--- config.mk ---
export PLATFORM = sky130hd
export DESIGN_NAME = fetch_stage
export DESIGN_NICKNAME = d
export VERILOG_FILES = /design/src/rtl/fetch_stage.sv
export SDC_FILE = /design/constraint.sdc
export NUM_CORES = 1
export LEC_CHECK = 0
export BUFFER_PORTS_ARGS = -buffer_cell sky130_fd_sc_hd__buf_2
export CAP_MARGIN = 20
export CORE_MARGIN = 3
export CORE_UTILIZATION = 56
export DETAILED_ROUTE_END_ITERATION = 7
export PLACE_DENSITY = 0.87
export SYNTH_ARGS = -nofsm -noshare
export SYNTH_HDL_FRONTEND = slang
export SYNTH_SLANG_ARGS = --single-unit
--- constraint.sdc ---
create_clock -name clk -period 3.9 [get_ports clk]
set_clock_uncertainty 0.2 [all_clocks]
set_input_delay 0.78 -clock clk [delete_from_list [all_inputs] [get_ports clk]]
set_output_delay 0.78 -clock clk [all_outputs]
set_load 0.05 [all_outputs]
--- src/rtl/fetch_stage.sv ---
// fetch_stage: instruction fetch for one ECC_CPU core.
// Owns the PC, issues one tagged read at a time on the shared memory bus,
// hands fetched words to decode and follows store-stage redirects.
module fetch_stage #(
  parameter logic [7:0]  core_id  = 8'd0,
  parameter logic [63:0] RESET_PC = 64'h0
) (
  input  logic        clk,
  input  logic        rst_n,
  output logic        mem_req_valid,
  input  logic        mem_req_ready,
  output logic [63:0] mem_req_addr,
  output logic [7:0]  mem_req_core_id,
  input  logic        mem_rsp_valid,
  input  logic [7:0]  mem_rsp_core_id,
  input  logic [31:0] mem_rsp_data,
  input  logic        st_redirect_valid,
  input  logic [63:0] st_redirect_pc,
  output logic        dec_valid,
  input  logic        dec_ready,
  output logic [63:0] dec_pc,
  output logic [31:0] dec_insn,
  output logic [31:0] stall_count
);

  typedef enum logic [1:0] {
    ST_REQ     = 2'd0,
    ST_WAIT    = 2'd1,
    ST_DELIVER = 2'd2
  } state_e;

  state_e      state_q, state_d;
  logic [63:0] pc_q, pc_d;
  logic        discard_q, discard_d;
  logic [31:0] stall_count_q, stall_count_d;
  logic [63:0] dec_pc_q, dec_pc_d;
  logic [31:0] dec_insn_q, dec_insn_d;
  logic        rsp_match_s;

  // Only responses tagged with this core's id belong to us.
  assign rsp_match_s = mem_rsp_valid && (mem_rsp_core_id == core_id);

  // Next-state logic: redirect outranks every other event in every state.
  always_comb begin
    state_d       = state_q;
    pc_d          = pc_q;
    discard_d     = discard_q;
    stall_count_d = stall_count_q;
    dec_pc_d      = dec_pc_q;
    dec_insn_d    = dec_insn_q;
    case (state_q)
      ST_REQ: begin
        if (st_redirect_valid) begin
          pc_d = st_redirect_pc;
          if (mem_req_ready) begin
            // The accepted request fetches the stale PC; drop its response.
            state_d   = ST_WAIT;
            discard_d = 1'b1;
          end else begin
            state_d = ST_REQ;
          end
        end else if (mem_req_ready) begin
          state_d   = ST_WAIT;
          discard_d = 1'b0;
        end else begin
          state_d = ST_REQ;
        end
      end
      ST_WAIT: begin
        // Every waiting cycle counts, including ones whose response is dropped.
        stall_count_d = stall_count_q + 32'd1;
        if (st_redirect_valid) begin
          pc_d = st_redirect_pc;
        end else begin
          pc_d = pc_q;
        end
        if (rsp_match_s) begin
          discard_d = 1'b0;
          if (discard_q || st_redirect_valid) begin
            state_d = ST_REQ;
          end else begin
            dec_pc_d   = pc_q;
            dec_insn_d = mem_rsp_data;
            state_d    = ST_DELIVER;
          end
        end else if (st_redirect_valid) begin
          discard_d = 1'b1;
        end else begin
          state_d = ST_WAIT;
        end
      end
      ST_DELIVER: begin
        if (st_redirect_valid) begin
          // A coincident decode handshake still completes; decode squashes it.
          pc_d    = st_redirect_pc;
          state_d = ST_REQ;
        end else if (dec_ready) begin
          pc_d    = pc_q + 64'd4;
          state_d = ST_REQ;
        end else begin
          state_d = ST_DELIVER;
        end
      end
      default: begin
        state_d   = ST_REQ;
        discard_d = 1'b0;
      end
    endcase
  end

  // State and datapath registers with asynchronous active-low reset.
  always_ff @(posedge clk or negedge rst_n) begin
    if (!rst_n) begin
      state_q       <= ST_REQ;
      pc_q          <= RESET_PC;
      discard_q     <= 1'b0;
      stall_count_q <= 32'd0;
      dec_pc_q      <= 64'd0;
      dec_insn_q    <= 32'd0;
    end else begin
      state_q       <= state_d;
      pc_q          <= pc_d;
      discard_q     <= discard_d;
      stall_count_q <= stall_count_d;
      dec_pc_q      <= dec_pc_d;
      dec_insn_q    <= dec_insn_d;
    end
  end

  // Outputs come straight from registered state only.
  assign mem_req_valid   = (state_q == ST_REQ);
  assign mem_req_addr    = pc_q;
  assign mem_req_core_id = core_id;
  assign dec_valid       = (state_q == ST_DELIVER);
  assign dec_pc          = dec_pc_q;
  assign dec_insn        = dec_insn_q;
  assign stall_count     = stall_count_q;

endmodule

* After elaboration in Yosys (flattened, before gate mapping)
Index checks and enable logic that the tools add are counted.
Storage, ports and cells: output and inout bits 202, memories 0, bits in latches 0, memory bits (read-only) 0, register bits after elaboration 195, memory bits (writable) 0, logic and storage cells 43
Operators by class: order comparisons 0, divide/modulo/power cells 0, eq/ne operators 7, $mul 0, shifts and indexed selects 0, $add $sub $neg 2, bitwise logic cells 2, reductions and logical operators 9, muxes and demuxes 17
Operators with widths (number):
- $mux W64 | 3
- $pmux W64 S2 | 1
- $add A64 B3 Y64 const B | 1
- $add A32 B1 Y32 const B | 1
- $mux W2 | 5
- $reduce_and A3 Y1 | 3
- $logic_not A8 Y1 | 1
- $mux W1 | 6
- $ne A3 B3 Y1 const B | 2
- $pmux W2 S3 | 1
- $ne A2 B1 Y1 const B | 2
- $ne A3 B2 Y1 const B | 1
- $pmux W1 S3 | 1
- $eq A2 B1 Y1 const B | 1
- $eq A2 B2 Y1 const B | 1
- $logic_not A2 Y1 | 1
- $not A1 Y1 | 2
- $reduce_bool A2 Y1 | 1
- $reduce_or A2 Y1 | 1
- $logic_and A1 B1 Y1 | 1
- $logic_or A1 B1 Y1 | 1

* Longest topological paths before layout
Gate-level depths: netlist (run 1).
depth after elaboration 4, depth in mapped cells 8, mapped depth without buffers 6

* Least setup slack after synthesis (run 1)
Ideal clock, no wire load.
path type reg2reg, start point reg pc_q[2], in the netlist mem_req_addr[2], end point reg pc_q[44], in the netlist mem_req_addr[44], buffers on the path 0, setup time 0.131 ns, arrival time 2.392 ns, cell stages (with the launch flop) 7, setup slack 1.177 ns, cells stage by stage dfrtp_1 ha_1 nand4_4 nor4_4 nand3_2 o311a_1 or3_1
Between the ends: cells in the longest elaborated chain, start to end 4
Ends and longest elaborated chain:
- start: declaration | RTL line 33 | logic [63:0] pc_q, pc_d;
- start signal: assignment | RTL line 122 | pc_q <= pc_d;
- $add A64 B3 Y64 | RTL line 98 | pc_d = pc_q + 64'd4;
- $mux W64 | RTL line 97 | end else if (dec_ready) begin
- $mux W64 | RTL line 93 | if (st_redirect_valid) begin
- $pmux W64 S2 | RTL line 51 | case (state_q)
No other way between the ends. The select of a mux whose other input is x is not followed. A chain may end at the register's enable or synchronous reset.

* Final worst setup path (run 1)
start point reg pc_q[15], in the netlist mem_req_addr[15], end point reg pc_q[53], in the netlist mem_req_addr[53]
Same word-level chain as after synthesis.

==> run summary, run 1 <==
The run finished with clean final reports. The maximum buffer depth of the clock tree is 2. Leaving out fill and tap cells, the most frequent cell in the layout is sky130_fd_sc_hd__buf_2. Category of the most critical setup path: reg -> reg. The logs give 8693 for the number of global-route vias before repair and 1446 for the final standard cell count with taps included and fillers excluded. The clock edge transition at the registers on the reported setup and hold paths was 0.08 ns; the number of unique standard cell types used by synthesis was 69.

Leading register cell type out of synthesis: sky130_fd_sc_hd__dfrtp_1. The top cell types in the final layout, fill and taps aside, are sky130_fd_sc_hd__buf_2 (302), sky130_fd_sc_hd__dfrtp_1 (195), sky130_fd_sc_hd__mux2_2 (98). TritonCTS built the clock tree.

The overall global routing resource usage is 29.52%, and the final period utilization is 73.27%. Post-CTS timing repair inserted 0 buffers for setup. Gates resized during post-CTS repair numbered 0.

Setup repair after global routing left no endpoint under its margin. In the final layout, flip-flops and latches occupy 0.004880 sq mm. For the wire length of the first global-routing pass, the log shows 46.26 mm. The first detailed-routing pass ran for 5 iterations.

In the final layout, the multi-input gates occupy 0.004654 sq mm. The run gives 1.04 ns as the worst setup slack for register-to-register paths. The path depth of the worst reg2reg path works out to 5.

After filler insertion, the fill cell instance count of the layout stands at 1214. Summed over all failing endpoints, the final setup total negative slack is 0 ns. The number of hold-repair buffers added at the cts stage was 0; the worst slack at placement was 0.8474 ns.

Setup violations remaining at the end of the flow were counted as 0. The critical-path maximum fanout works out to 12. STA classifies the critical path startpoint as a register. In this run the cell area measured after placement is 0.01151 sq mm. For this configuration, the core starts out at a cell density of 58.14%.

Detailed placement ended at an HPWL of 20.55 mm. The synthesized design spends more area on one cell type than any other, namely sky130_fd_sc_hd__dfrtp_1. The fraction of final layout cells with drive strength greater than 1 works out to 38.68%. The slowest library cell on the worst path was sky130_fd_sc_hd__nor4_4. The clock insertion delay at the later pin of the skew report was 0.44 ns. In this run the number of H-tree levels came out at 4.

The synthesized design contains 195 register bits. Summing every instance area after synthesis gives 0.009813 sq mm. Summed over all cells, the static leakage comes to 6.123 nW.

The total count of hold-check failures in the final report came out at 0. Counting every instance in the synthesized netlist gives 935. 312 I/O pins were placed. The path class of the tightest hold or removal check is in -> async.

The cell at the root of the clock tree was sky130_fd_sc_hd__clkbuf_16. The congestion estimate from routability-driven global placement came to 0.9515. The via density per instance came out at 6.205. For this block, the routed nets add up to 28.68 mm of wire. In the synthesized netlist the async set-or-reset flop fraction comes to 100.0%. Data arrives at the worst endpoint at 3.03 ns.

The endpoint identified for the worst register-to-register timing path is mem_req_addr[53]$_DFFE_PN0P_. The minimum clock period after layout came out at 2.858 ns. Ranked by total cell area, the synthesized netlist is headed by sky130_fd_sc_hd__dfrtp_1 (50%), sky130_fd_sc_hd__mux2_2 (11%), sky130_fd_sc_hd__nand3_1 (3.0%), sky130_fd_sc_hd__nand2_1 (2.7%), sky130_fd_sc_hd__a21oi_1 (2.6%). The floorplan step defined a die boundary enclosing 0.01915 sq mm. The placeable core region came out at 0.01688 sq mm. The nature of the critical path endpoint is a register. The clock net in this run drives a total of 195 sinks. For the pin with the worst max-slew slack, the measured transition is 1.044 ns. The startpoint identified for the worst register-to-register timing path is mem_req_addr[15]$_DFFE_PN0P_. On the worst path, the slowest cell contributes a delay of 0.70 ns. The die is 138.4 microns wide. The max-capacitance violation count is 0, and the pin count of the biggest net entering global routing is 84. The average wire length per cell after detail routing is 19.83 microns. The layout-stage area growth over the synthesis result works out to 23.89%.

The number of antenna violations at the first check in global routing is 6. The number of input and output port buffers inserted is 303, and the vertical die dimension is 138.4 microns. For this design the ratio of total power to cell area is 417.6 mW/mm^2.

In this run, CTS created clock tree buffers numbering 17. The floorplan has 47 rows. After detailed placement, the design holds a cell count of 1411. Sequential cells were found to cover 49.73% of the synthesized design area.

Traced cell by cell, the critical path runs through nand4_4, nor4_4, nand4_2, or4_1, nand3_1. Across all setup checks in the final design, the least slack found is 1.042 ns. The run gives 4.07 ns as the data required time of the critical path. Timing would allow up to 0.3499 GHz. The average instance in the mapped netlist occupies 10.50 sq um. The total DRC errors in the routed layout came out at 0.

The final-report max-slew violation count was 0. VDD sags by at most 0.0002855 V. Across all layers, the routed design uses 8973 vias. For the overflow left after global routing, the log shows 0. Summing internal, switching and leakage power gives 0.005077 W. The count of synthesis-stage warnings from yosys is 0, and the max-slew headroom at the worst pin is 29.79%. The first routing iteration left 885 violations. Once detail routing completed, the nets flagged for antenna violations numbered 0. The final design instance area without fill was 0.01216 sq mm; the top-area cell type share of the netlist area was 49.73%.

For the total number of nets in the final design, the log shows 1322. In this run, synthesis inferred 0 flip-flops with an integrated enable.
-- per-layer routing --
layer,up-vias,GRT usage [%],part of all wire (%)
met5,-,0,0.18
met4,8,9.308,2.3
met3,67,7.286,9.1
met2,481,49.87,50
met1,4385,37.74,39
li1,4032,-,-
-- flip-flops by register name, indices dropped and copies added (netlist names) --
signal / flops
stall_count: 32
state_q: 2
dec_insn: 32
dec_pc: 64
discard_q: 1
mem_req_addr: 64
-- logic make-up (layout without fill, tap and decap cells) --
kind of cell	count (synthesis)	in the layout	synth area share, %
flip-flops	195	195	49.73
other	1	11	0.03821
AND/OR/NAND/NOR	353	353	20.36
buffers and inverters	77	358	3.481
adder cells (fa/ha/maj)	2	2	0.2550
XOR/XNOR	31	31	2.767
AO/OA/AOI/OAI	172	172	11.51
multiplexers	104	104	11.86
-- worst max path at each step --
stage                                 start                            to  cells after the start
2_1_floorplan   mem_req_addr[2]$_DFFE_PN0P_  mem_req_addr[44]$_DFFE_PN0P_                      6
3_3_place_gp             mem_rsp_core_id[2]        dec_pc[18]$_DFFE_PN0P_                      7
3_5_place_dp             mem_rsp_core_id[2]      dec_insn[13]$_DFFE_PN0P_                      7
4_1_cts        mem_req_addr[15]$_DFFE_PN0P_  mem_req_addr[53]$_DFFE_PN0P_                      5
5_1_grt              state_q[0]$_DFFE_PN0P_   stall_count[29]$_DFFE_PN0P_                      5
6_report       mem_req_addr[15]$_DFFE_PN0P_  mem_req_addr[53]$_DFFE_PN0P_                      5
-- worst max-delay path: cells and delay by family (launching register included) --
| kind | cells | cell delay [ns] |
|---|---|---|
| AND/OR/NAND/NOR | 5 | 2.04 |
| flip-flops | 1 | 0.56 |
-- area by class of cell --
class                           count  share of cell area [%]
Antenna cell                        3                 0.06175
Clock buffer                       17                   3.499
Clock inverter                     15                   1.791
Inverter                           10                  0.3087
Multi-Input combinational cell    670                   38.28
Sequential cell                   195                   40.14
Tap cell                          220                   2.264
Timing Repair Buffer              316                   13.66
-- stage by stage --
stage                     utilization (%)  hold slack, ns
after floorplan                         -          0.2844
after global placement              68.18          0.2644
after detailed placement            68.18          0.2732
after CTS                           71.99          0.1806
after global routing                72.02          0.1888
final                               72.04          0.1413
-- power by group --
group	switching [W]	leakage, nW	internal [W]
Combinational	0.000636	3.25	0.000239
Sequential	0.000188	2.56	0.00212
Clock	0.000850	0.314	0.00104
-- cell usage after synthesis, drive strengths merged, types with 3 or more instances --
library cell and instances:
nor2 53, buf 26, or3 9, o32ai 3
nor4b 3, o211ai 8, nor3 27, nand3b 3
dfrtp 195, clkbuf 41, a32oi 6, nand3 61
xnor2 20, a31oi 3, o21ai 40, and3 31
and2 5, and4 13, a2bb2oi 10, a21oi 50
o311ai 5, a41oi 3, o311a 3, or4 8
o22ai 6, nand2 70, nor2b 3, mux2i 6
inv 10, o22a 5, nor4 20, mux2 98
o31ai 3, a211oi 3, or2 3, nand4 37
a22o 3, a21o 3, a22oi 3, xor2 11
a311oi 3
Note: power is estimated with default switching activity, not from simulation.
==> run 2: changes to the inputs <==
--- a/config.mk
+++ b/config.mk
@@ -5,12 +5,13 @@
 export SDC_FILE = /design/constraint.sdc
 export NUM_CORES = 1
 export LEC_CHECK = 0
+export ABC_AREA = 1
 export BUFFER_PORTS_ARGS = -buffer_cell sky130_fd_sc_hd__buf_2
 export CAP_MARGIN = 20
 export CORE_MARGIN = 3
-export CORE_UTILIZATION = 56
+export CORE_UTILIZATION = 48
 export DETAILED_ROUTE_END_ITERATION = 7
-export PLACE_DENSITY = 0.87
+export PLACE_DENSITY = 0.77
 export SYNTH_ARGS = -nofsm -noshare
 export SYNTH_HDL_FRONTEND = slang
 export SYNTH_SLANG_ARGS = --single-unit
==> constraint.sdc (replaced) <==
create_clock -name clk -period 2.6 [get_ports clk]
set_clock_uncertainty 0.2 [all_clocks]
set_input_delay 0.52 -clock clk [delete_from_list [all_inputs] [get_ports clk]]
set_output_delay 0.52 -clock clk [all_outputs]
set_load 0.05 [all_outputs]
==> run 2 against run 1 <==
  * Non-clock buffer count is 6 higher
  * Maximum frequency is 23% higher
  * Count of clock-buffer cells in the layout stayed put
==> run summary, run 2 <==
The first global-routing pass estimated 58.22 mm of wire. The maximum buffer depth of the clock tree came out at 2. The cell at the root of the clock tree was sky130_fd_sc_hd__clkbuf_16.

Slew at the pin with the worst max-slew slack: 0.6292 ns. The DRC marker count from the first detailed-route iteration is 995, and the count of synthesis-stage warnings from yosys is 0. TritonCTS buffer count: 17. In the synthesized netlist the async set-or-reset flop fraction comes to 100.0%.

After legalization and detailed placement, the total HPWL measured 29.35 mm. The total count of hold-check failures in the final report is 0. Among all stages on the critical path, the largest delay is contributed by sky130_fd_sc_hd__dfrtp_1. The flow ran to the end, and the final reports show no timing, DRC or antenna violations. The post-synthesis register bit count is 195, and the final setup violation count is 0. The count of flip-flops with a built-in enable after synthesis was 0. The repair_antennas step left the layout with diodes totalling 0.

The via density per instance was 5.258. Setup repair after global routing left no endpoint under its margin. Leaving out fill and tap cells, the most frequent cell in the layout is sky130_fd_sc_hd__nand2_1. Launch point of the worst path: mem_req_addr[2]$_DFFE_PN0P_.

In the layout the commonest cells are sky130_fd_sc_hd__nand2_1 (472), sky130_fd_sc_hd__buf_2 (302), sky130_fd_sc_hd__inv_1 (205). The vias after detailed routing is 11180, and the number of unique standard cell types used by synthesis is 37. The initial core utilization was 49.50%; the die outline area was 0.02470 sq mm. The total placed cells including tap cells was 2093; the total length of routed wires was 37.73 mm. The total number of clock tree sinks was 195. Relative to the synthesized area, the layout overhead comes to 21.99%.

The average wire length per cell after detail routing is 17.75 microns, and the fraction of final layout cells with drive strength greater than 1 is 22.16%. The maximum clock frequency is 0.4313 GHz, and the share of synthesized area occupied by flip-flops and latches is 44.49%. Traced cell by cell, the critical path runs through ha_1, inv_1, nor2_4, nand2_1, nor2_1, nand3_1, nand2_1, nand2_1, nand2_1, nand2_1, inv_1. The tools report the placeable core region as 0.02216 sq mm. The logs give 10560 for the number of global-route vias before repair and 0 for the final-report max-slew violation count. Synthesis produced 1543 cells. The first TritonRoute pass finished after 6 iterations. The tools report the total DRC errors in the routed layout as 0. The tools report the worst setup slack for register-to-register paths as 0.28 ns. In this run the mean area of a mapped cell was 7.109 sq um.

The run gives 90 as the pin count of the biggest net entering global routing. TritonCTS built the clock tree. The H-tree depth is 4. The startpoint identified for the worst hold timing path is dec_ready. By instance count, the cell type seen most on the critical path is sky130_fd_sc_hd__nand2_1. Once the clock tree was built, the resizer swapped 0 gates to a different size. STA classifies the critical path startpoint as a register.

Along the worst path, the maximum fanout reaches 8. Across the VDD grid, the largest voltage drop is 0.0003530 V. The detail route stage leaves a number of antenna-violating nets equal to 0. After synthesis, the most frequently instantiated cells are sky130_fd_sc_hd__nand2_1 (472), sky130_fd_sc_hd__inv_1 (205), sky130_fd_sc_hd__dfrtp_1 (195), sky130_fd_sc_hd__nor2_1 (155), sky130_fd_sc_hd__o21ai_1 (101). The most common cell in the synthesized netlist is sky130_fd_sc_hd__nand2_1.

Clock-pin slew was measured on the worst setup and hold paths at 0.09 ns. Category of the most critical setup path: reg -> reg. In this run the static leakage power is 7.233 nW.

Global routing consumed, over all layers together, 30.04% of the routing resources. The run gives 4 as the number of antenna violations at the first check in global routing. The final total negative setup slack came out at 0 ns.

Headroom to the max-slew limit came out at 58.05%. STA puts the critical path data required time at 2.78 ns. By area the synthesized netlist is led by sky130_fd_sc_hd__dfrtp_1 (44%), sky130_fd_sc_hd__nand2_1 (16%), sky130_fd_sc_hd__inv_1 (7.0%), sky130_fd_sc_hd__nor2_1 (5.3%), sky130_fd_sc_hd__o21ai_1 (4.6%).

For this run, the post-layout net count is 1945. The floorplan has 54 rows. Max-capacitance violation count: 0. In the synthesized netlist the dominant register cell turns out to be sky130_fd_sc_hd__dfrtp_1. The cell type with the highest aggregate area in the netlist is sky130_fd_sc_hd__dfrtp_1. Highest cell delay on the worst timing path: 0.49 ns. The kind of cell with the highest combined delay along the critical path is simple AND/OR/NAND/NOR gates. The tools report the global placement routability congestion as 0.9873.

The worst hold path belongs to the class in -> reg. The vertical die dimension is 157.2 microns. STA classifies the critical path endpoint as a register. The tools report the overflow left after global routing as 0.

312 I/O pins were placed. The clock insertion delay at the later pin of the skew report is 0.45 ns. The post-synthesis instance area came out at 0.01097 sq mm.

The final critical path takes up 89.17% of the cycle. The tools report the source of the worst register-to-register timing path as mem_req_addr[2]$_DFFE_PN0P_. The tools report the arrival time of data at the critical path endpoint as 2.50 ns.

The die is 157.2 microns wide. Subtracting the final worst setup slack from the clock period gives 2.318 ns. In this run the power density over the cells is 589.9 mW/mm^2. The count of buffers added on input and output ports is 303. The top-area cell type share of the netlist area was 44.49%. Buffers added to address setup during post-CTS repair amount to 0. Counting both buffers and inverters, the worst setup path holds a total of 2.

The final standard cell count with taps included and fillers excluded was 2126.
-- run 2: timing repair --
item / 4_1_cts / 5_1_grt
hold endpoints to repair: 52 / 0
endpoints found under the setup margin: 0 / 0
hold buffers: 1 / 0
-- run 2: cell type report --
cell class                      instances  area [sq um]
Clock buffer                           17         425.4
Clock inverter                         15         193.9
Fill cell                            2074          8780
Inverter                              216         810.8
Multi-Input combinational cell       1081          4989
Sequential cell                       195          4880
Tap cell                              280         350.3
Timing Repair Buffer                  322          1733
-- run 2: worst reg2reg max path, cell delays in order, from the launching register on --
cell                      delay [ns]
sky130_fd_sc_hd__dfrtp_1        0.49
sky130_fd_sc_hd__ha_1           0.32
sky130_fd_sc_hd__inv_1          0.11
sky130_fd_sc_hd__nor2_4         0.19
sky130_fd_sc_hd__nand2_1        0.15
sky130_fd_sc_hd__nor2_1         0.36
sky130_fd_sc_hd__nand3_1        0.12
sky130_fd_sc_hd__nand2_1        0.08
sky130_fd_sc_hd__nand2_1        0.05
sky130_fd_sc_hd__nand2_1        0.08
sky130_fd_sc_hd__nand2_1        0.06
sky130_fd_sc_hd__inv_1          0.06
-- run 2: metal layers --
layer	wire length, microns	GRT usage [%]	vias to the layer above	part of all wire, %
met5	54	0	-	0.14
met4	972	8.678	8	2.6
met3	3265	6.516	67	8.7
met2	17850	49.96	529	47
li1	-	-	5430	-
met1	15580	39.75	5144	41
-- run 2: cell families (layout without fill, tap and decap cells) --
group / count (synthesis) / count (layout) / share of synthesized area (%)
compound gates: 229 / 229 / 10.87
xor+xnor: 35 / 35 / 2.795
fa+ha+maj: 2 / 2 / 0.2281
buf+inv: 274 / 570 / 10.28
flops: 195 / 195 / 44.49
other cells: 1 / 8 / 0.03419
simple gates: 807 / 807 / 31.31
-- run 2: final timing paths --
kind | to | depth (start not counted)
worst min-delay path | state_q[1]$_DFFE_PN0P_ | 2
min in group asynchronous | stall_count[31]$_DFFE_PN0P_ | 2
worst max register to register | mem_req_addr[38]$_DFFE_PN0P_ | 11
worst min register to register | stall_count[31]$_DFFE_PN0P_ | 1
worst max-delay path | mem_req_addr[38]$_DFFE_PN0P_ | 11
max in group asynchronous | discard_q$_DFFE_PN0P_ | 3
-- run 2: stage by stage --
| stage | setup WS, ns | utilization (%) | power, W | cell area (sq um) | hold WS [ns] |
|---|---|---|---|---|---|
| floorplan | 0.3751 | - | 0.004604 | 11000 | 0.02441 |
| global placement | 0.3693 | 57.54 | 0.005150 | 12750 | 0.2524 |
| detailed placement | 0.2916 | 57.54 | 0.005173 | 12750 | 0.2545 |
| CTS | 0.3666 | 60.38 | 0.007925 | 13380 | 0.08461 |
| global route | 0.1888 | 60.38 | 0.008210 | 13380 | 0.09708 |
| finish | 0.2816 | 60.38 | 0.007893 | 13380 | 0.09674 |
-- run 2: power by group --
part           switching, W  internal [W]  leakage, nW
logic               0.00127      0.000415         4.38
registers          0.000250       0.00320         2.56
clock network       0.00137       0.00139        0.296
==> run 3: changes to the inputs <==
--- a/config.mk
+++ b/config.mk
@@ -9,9 +9,8 @@
 export BUFFER_PORTS_ARGS = -buffer_cell sky130_fd_sc_hd__buf_2
 export CAP_MARGIN = 20
 export CORE_MARGIN = 3
-export CORE_UTILIZATION = 48
+export CORE_UTILIZATION = 38
 export DETAILED_ROUTE_END_ITERATION = 7
-export PLACE_DENSITY = 0.77
 export SYNTH_ARGS = -nofsm -noshare
 export SYNTH_HDL_FRONTEND = slang
 export SYNTH_SLANG_ARGS = --single-unit
==> constraint.sdc (replaced) <==
create_clock -name clk -period 3 [get_ports clk]
set_clock_uncertainty 0.2 [all_clocks]
set_input_delay 0.6 -clock clk [delete_from_list [all_inputs] [get_ports clk]]
set_output_delay 0.6 -clock clk [all_outputs]
set_load 0.05 [all_outputs]
==> run 3 against run 2 <==
  * Non-clock buffer count fell by 8
  * Sequential power decreased by 13%
  * Design area is essentially flat
  * Maximum frequency down 1.8%
  * Clock power is 17% lower
  * Worst setup slack better by 0.36 ns
  * Utilization fell by 13 points
  * Register-to-register slack improved by 0.36 ns
  * Combinational power is 14% lower
  * Sequential share of layout area about the same
  * Via count fell by 2.3%
  * Global-route usage fell by 5.3 points
  * Critical path type unchanged
  * Critical endpoint is now mem_req_addr[59]$_DFFE_PN0P_
  * Largest cell class unchanged
  * Largest power group unchanged
==> run summary, run 3 (synthesis results as in run 2) <==
The most frequent cell on the critical path was sky130_fd_sc_hd__nand2_1. The number of placement rows was 61. Clock edge transition at the registers on the reported setup and hold paths: 0.08 ns.

The slew at the pin with the worst max-slew slack works out to 0.6418 ns. Final-report max-slew violation count: 0. For this run, the total global-route usage over all layers was measured as 24.73%.

The first routing iteration left 795 violations. Max-slew headroom at the worst pin: 57.22%. The die is 175.9 microns wide. Setup violations remaining at the end of the flow were counted as 0. For this run, the share of the core covered by cells in the final layout is 47.66%. Relative to the synthesized area, the layout overhead comes to 22.04%.

After floorplanning, the core was sized to cover 0.02809 sq mm. Walking the worst path, the cells encountered are nand2_1, nor2_1, nand2_1, nor2_1, nand2_1, o21ai_0, nand3_1, nand2_1, nand2_1. Setup repair after global routing left no endpoint under its margin. The vertical die dimension works out to 175.9 microns. The slowest stage of the critical path is the sky130_fd_sc_hd__dfrtp_1 cell.

The final period utilization came out at 78.67%. The first TritonRoute pass finished after 7 iterations. The max-capacitance violation count came out at 0. The routed layout has 10920 vias. Clock tree synthesis inserted a total of 17 buffers. For this design, the sink count on the clock tree is 195. The global placement routability congestion is 0.9878, and the highest ir drop seen on vdd is 0.0002994 V. The I/O pin count is 312, and the post-DP HPWL is 30.36 mm.

In the final layout, the share of cells above drive strength 1 is 21.76%. Dividing the detail-routed wire length by the instance count gives 17.56 microns. The repair_antennas step left the layout with diodes totalling 0. The number of antenna violations at the first check in global routing is 0, and the clock insertion delay at the later pin of the skew report is 0.44 ns. The sum of internal, switching and leakage power is 0.006717 W, and the final total negative setup slack is 0 ns. The run finished with clean final reports.

Timing would allow up to 0.4237 GHz. For the total length of routed wires, the log shows 38.91 mm. The run gives 2.48 ns as the arrival time of data at the critical path endpoint.

The die covers 0.03094 sq mm. Power spread over the standard cell area amounts to 501.8 mW/mm^2. The most common library cell in the layout ignoring fill and taps is sky130_fd_sc_hd__nand2_1. TritonCTS built the clock tree. The first global-routing pass estimated 59.52 mm of wire.

The logs give 0 for the buffers inserted during post-CTS setup optimization and 0 for the number of nets with antenna violations after detailed routing. On the worst path, the slowest cell contributes a delay of 0.47 ns. In the routed layout, each cell is associated on average with a via count of 4.929. Subtracting the final worst setup slack from the clock period gives 2.360 ns.

In the final design database the tool counted 1937 nets. For this run, design rule violations remaining after detail routing come to 0. STA classifies the critical path startpoint as a register.

In this run the number of H-tree levels came out at 4. The cell at the root of the clock tree was sky130_fd_sc_hd__clkbuf_16. The initial core utilization is 39.05%. The min-delay analysis places its worst path in the category in -> reg. Buffers placed on the I/O ports in this run total 303. In the layout the commonest cells are sky130_fd_sc_hd__nand2_1 (472), sky130_fd_sc_hd__buf_2 (302), sky130_fd_sc_hd__inv_1 (205). Data required time of the critical path: 3.12 ns. STA classifies the critical path endpoint as a register. Leakage power: 7.172 nW. The category of the most critical setup path is reg -> reg.

For the maximum buffer depth of the clock tree, the log shows 2. The critical-path maximum fanout was 5. For this run the aggregate overflow at the end of global routing stands at 0. Entering global routing, the biggest net connects 126 pins. The tools report the total count of hold-check failures in the final report as 0. Counting the fill cells in the layout gives 2958.

The number of global-route vias before repair came out at 10480.
## run 3: cell types whose count changed in the layout (fill, tap and decap cells not counted)
| cell | change |
|---|---|
| sky130_fd_sc_hd__buf_4 | -7 |
| sky130_fd_sc_hd__clkinv_8 | -3 |
| sky130_fd_sc_hd__inv_6 | -3 |
| sky130_fd_sc_hd__inv_8 | +3 |
| sky130_fd_sc_hd__clkinv_4 | +2 |
| sky130_fd_sc_hd__buf_12 | -1 |
| sky130_fd_sc_hd__bufinv_16 | -1 |
| sky130_fd_sc_hd__clkbuf_1 | +1 |
| sky130_fd_sc_hd__clkinv_2 | +1 |
## run 3: power breakdown
part | leakage, nW | internal, W | switching, W
Clock | 0.279 | 0.00111 | 0.00117
Sequential | 2.56 | 0.00277 | 0.000212
Combinational | 4.34 | 0.000352 | 0.00109
Total | 7.17 | 0.00424 | 0.00248
## run 3: per-stage QoR
| stage | instance area [sq um] | cells | setup slack, ns | hold slack, ns |
|---|---|---|---|---|
| 6_report | 13390 | 2216 | 0.6399 | 0.1900 |
| 5_1_grt | 13390 | 2216 | 0.4398 | 0.1720 |
| 4_1_cts | 13390 | 2216 | 0.6986 | 0.1671 |
| 3_5_place_dp | 12800 | 2183 | 0.6482 | 0.2582 |
| 3_3_place_gp | 12800 | 2183 | 0.6612 | 0.2513 |
| 2_1_floorplan | 11000 | 1550 | 0.7751 | 0.1044 |
## run 3: final cells by class
class	instances	area [sq um]	area share, %
clock buffer	18	429.2	3.206
clock inverter	14	145.1	1.084
inverter	216	810.8	6.057
multi-input combinational	1081	4989	37.27
sequential	195	4880	36.45
tap	378	473.0	3.533
timing repair buffer	314	1660	12.40
## run 3: path summary, 6_finish.rpt
check,from,to,slack [ns],depth (start not counted)
max reg2reg,mem_req_addr[27]$_DFFE_PN0P_,mem_req_addr[59]$_DFFE_PN0P_,0.64,9
min reg2reg,stall_count[31]$_DFFE_PN0P_,stall_count[31]$_DFFE_PN0P_,0.26,1
max,mem_req_addr[27]$_DFFE_PN0P_,mem_req_addr[59]$_DFFE_PN0P_,0.64,9
max in group asynchronous,rst_n,dec_insn[31]$_DFFE_PN0P_,1.34,3
min,dec_ready,state_q[1]$_DFFE_PN0P_,0.19,2
min in group asynchronous,rst_n,stall_count[14]$_DFFE_PN0P_,0.50,2
## run 3: critical path, delay by kind of cell (launching register included)
family	cells	cell delay, ns
simple gates	8	1.40
flops	1	0.47
compound gates	1	0.18
## run 3: timing repair
action	in CTS	in global routing
resized for setup	0	0
hold endpoints to repair	45	0
hold buffers	1	0
## run 3: per-layer routing
metal / vias up / global-route usage (%) / wire (microns)
met5: - / 0 / 0
met3: 42 / 5.404 / 3043
met1: 5063 / 33.65 / 17210
met4: 0 / 6.236 / 764
li1: 5402 / - / -
met2: 416 / 40.22 / 17890
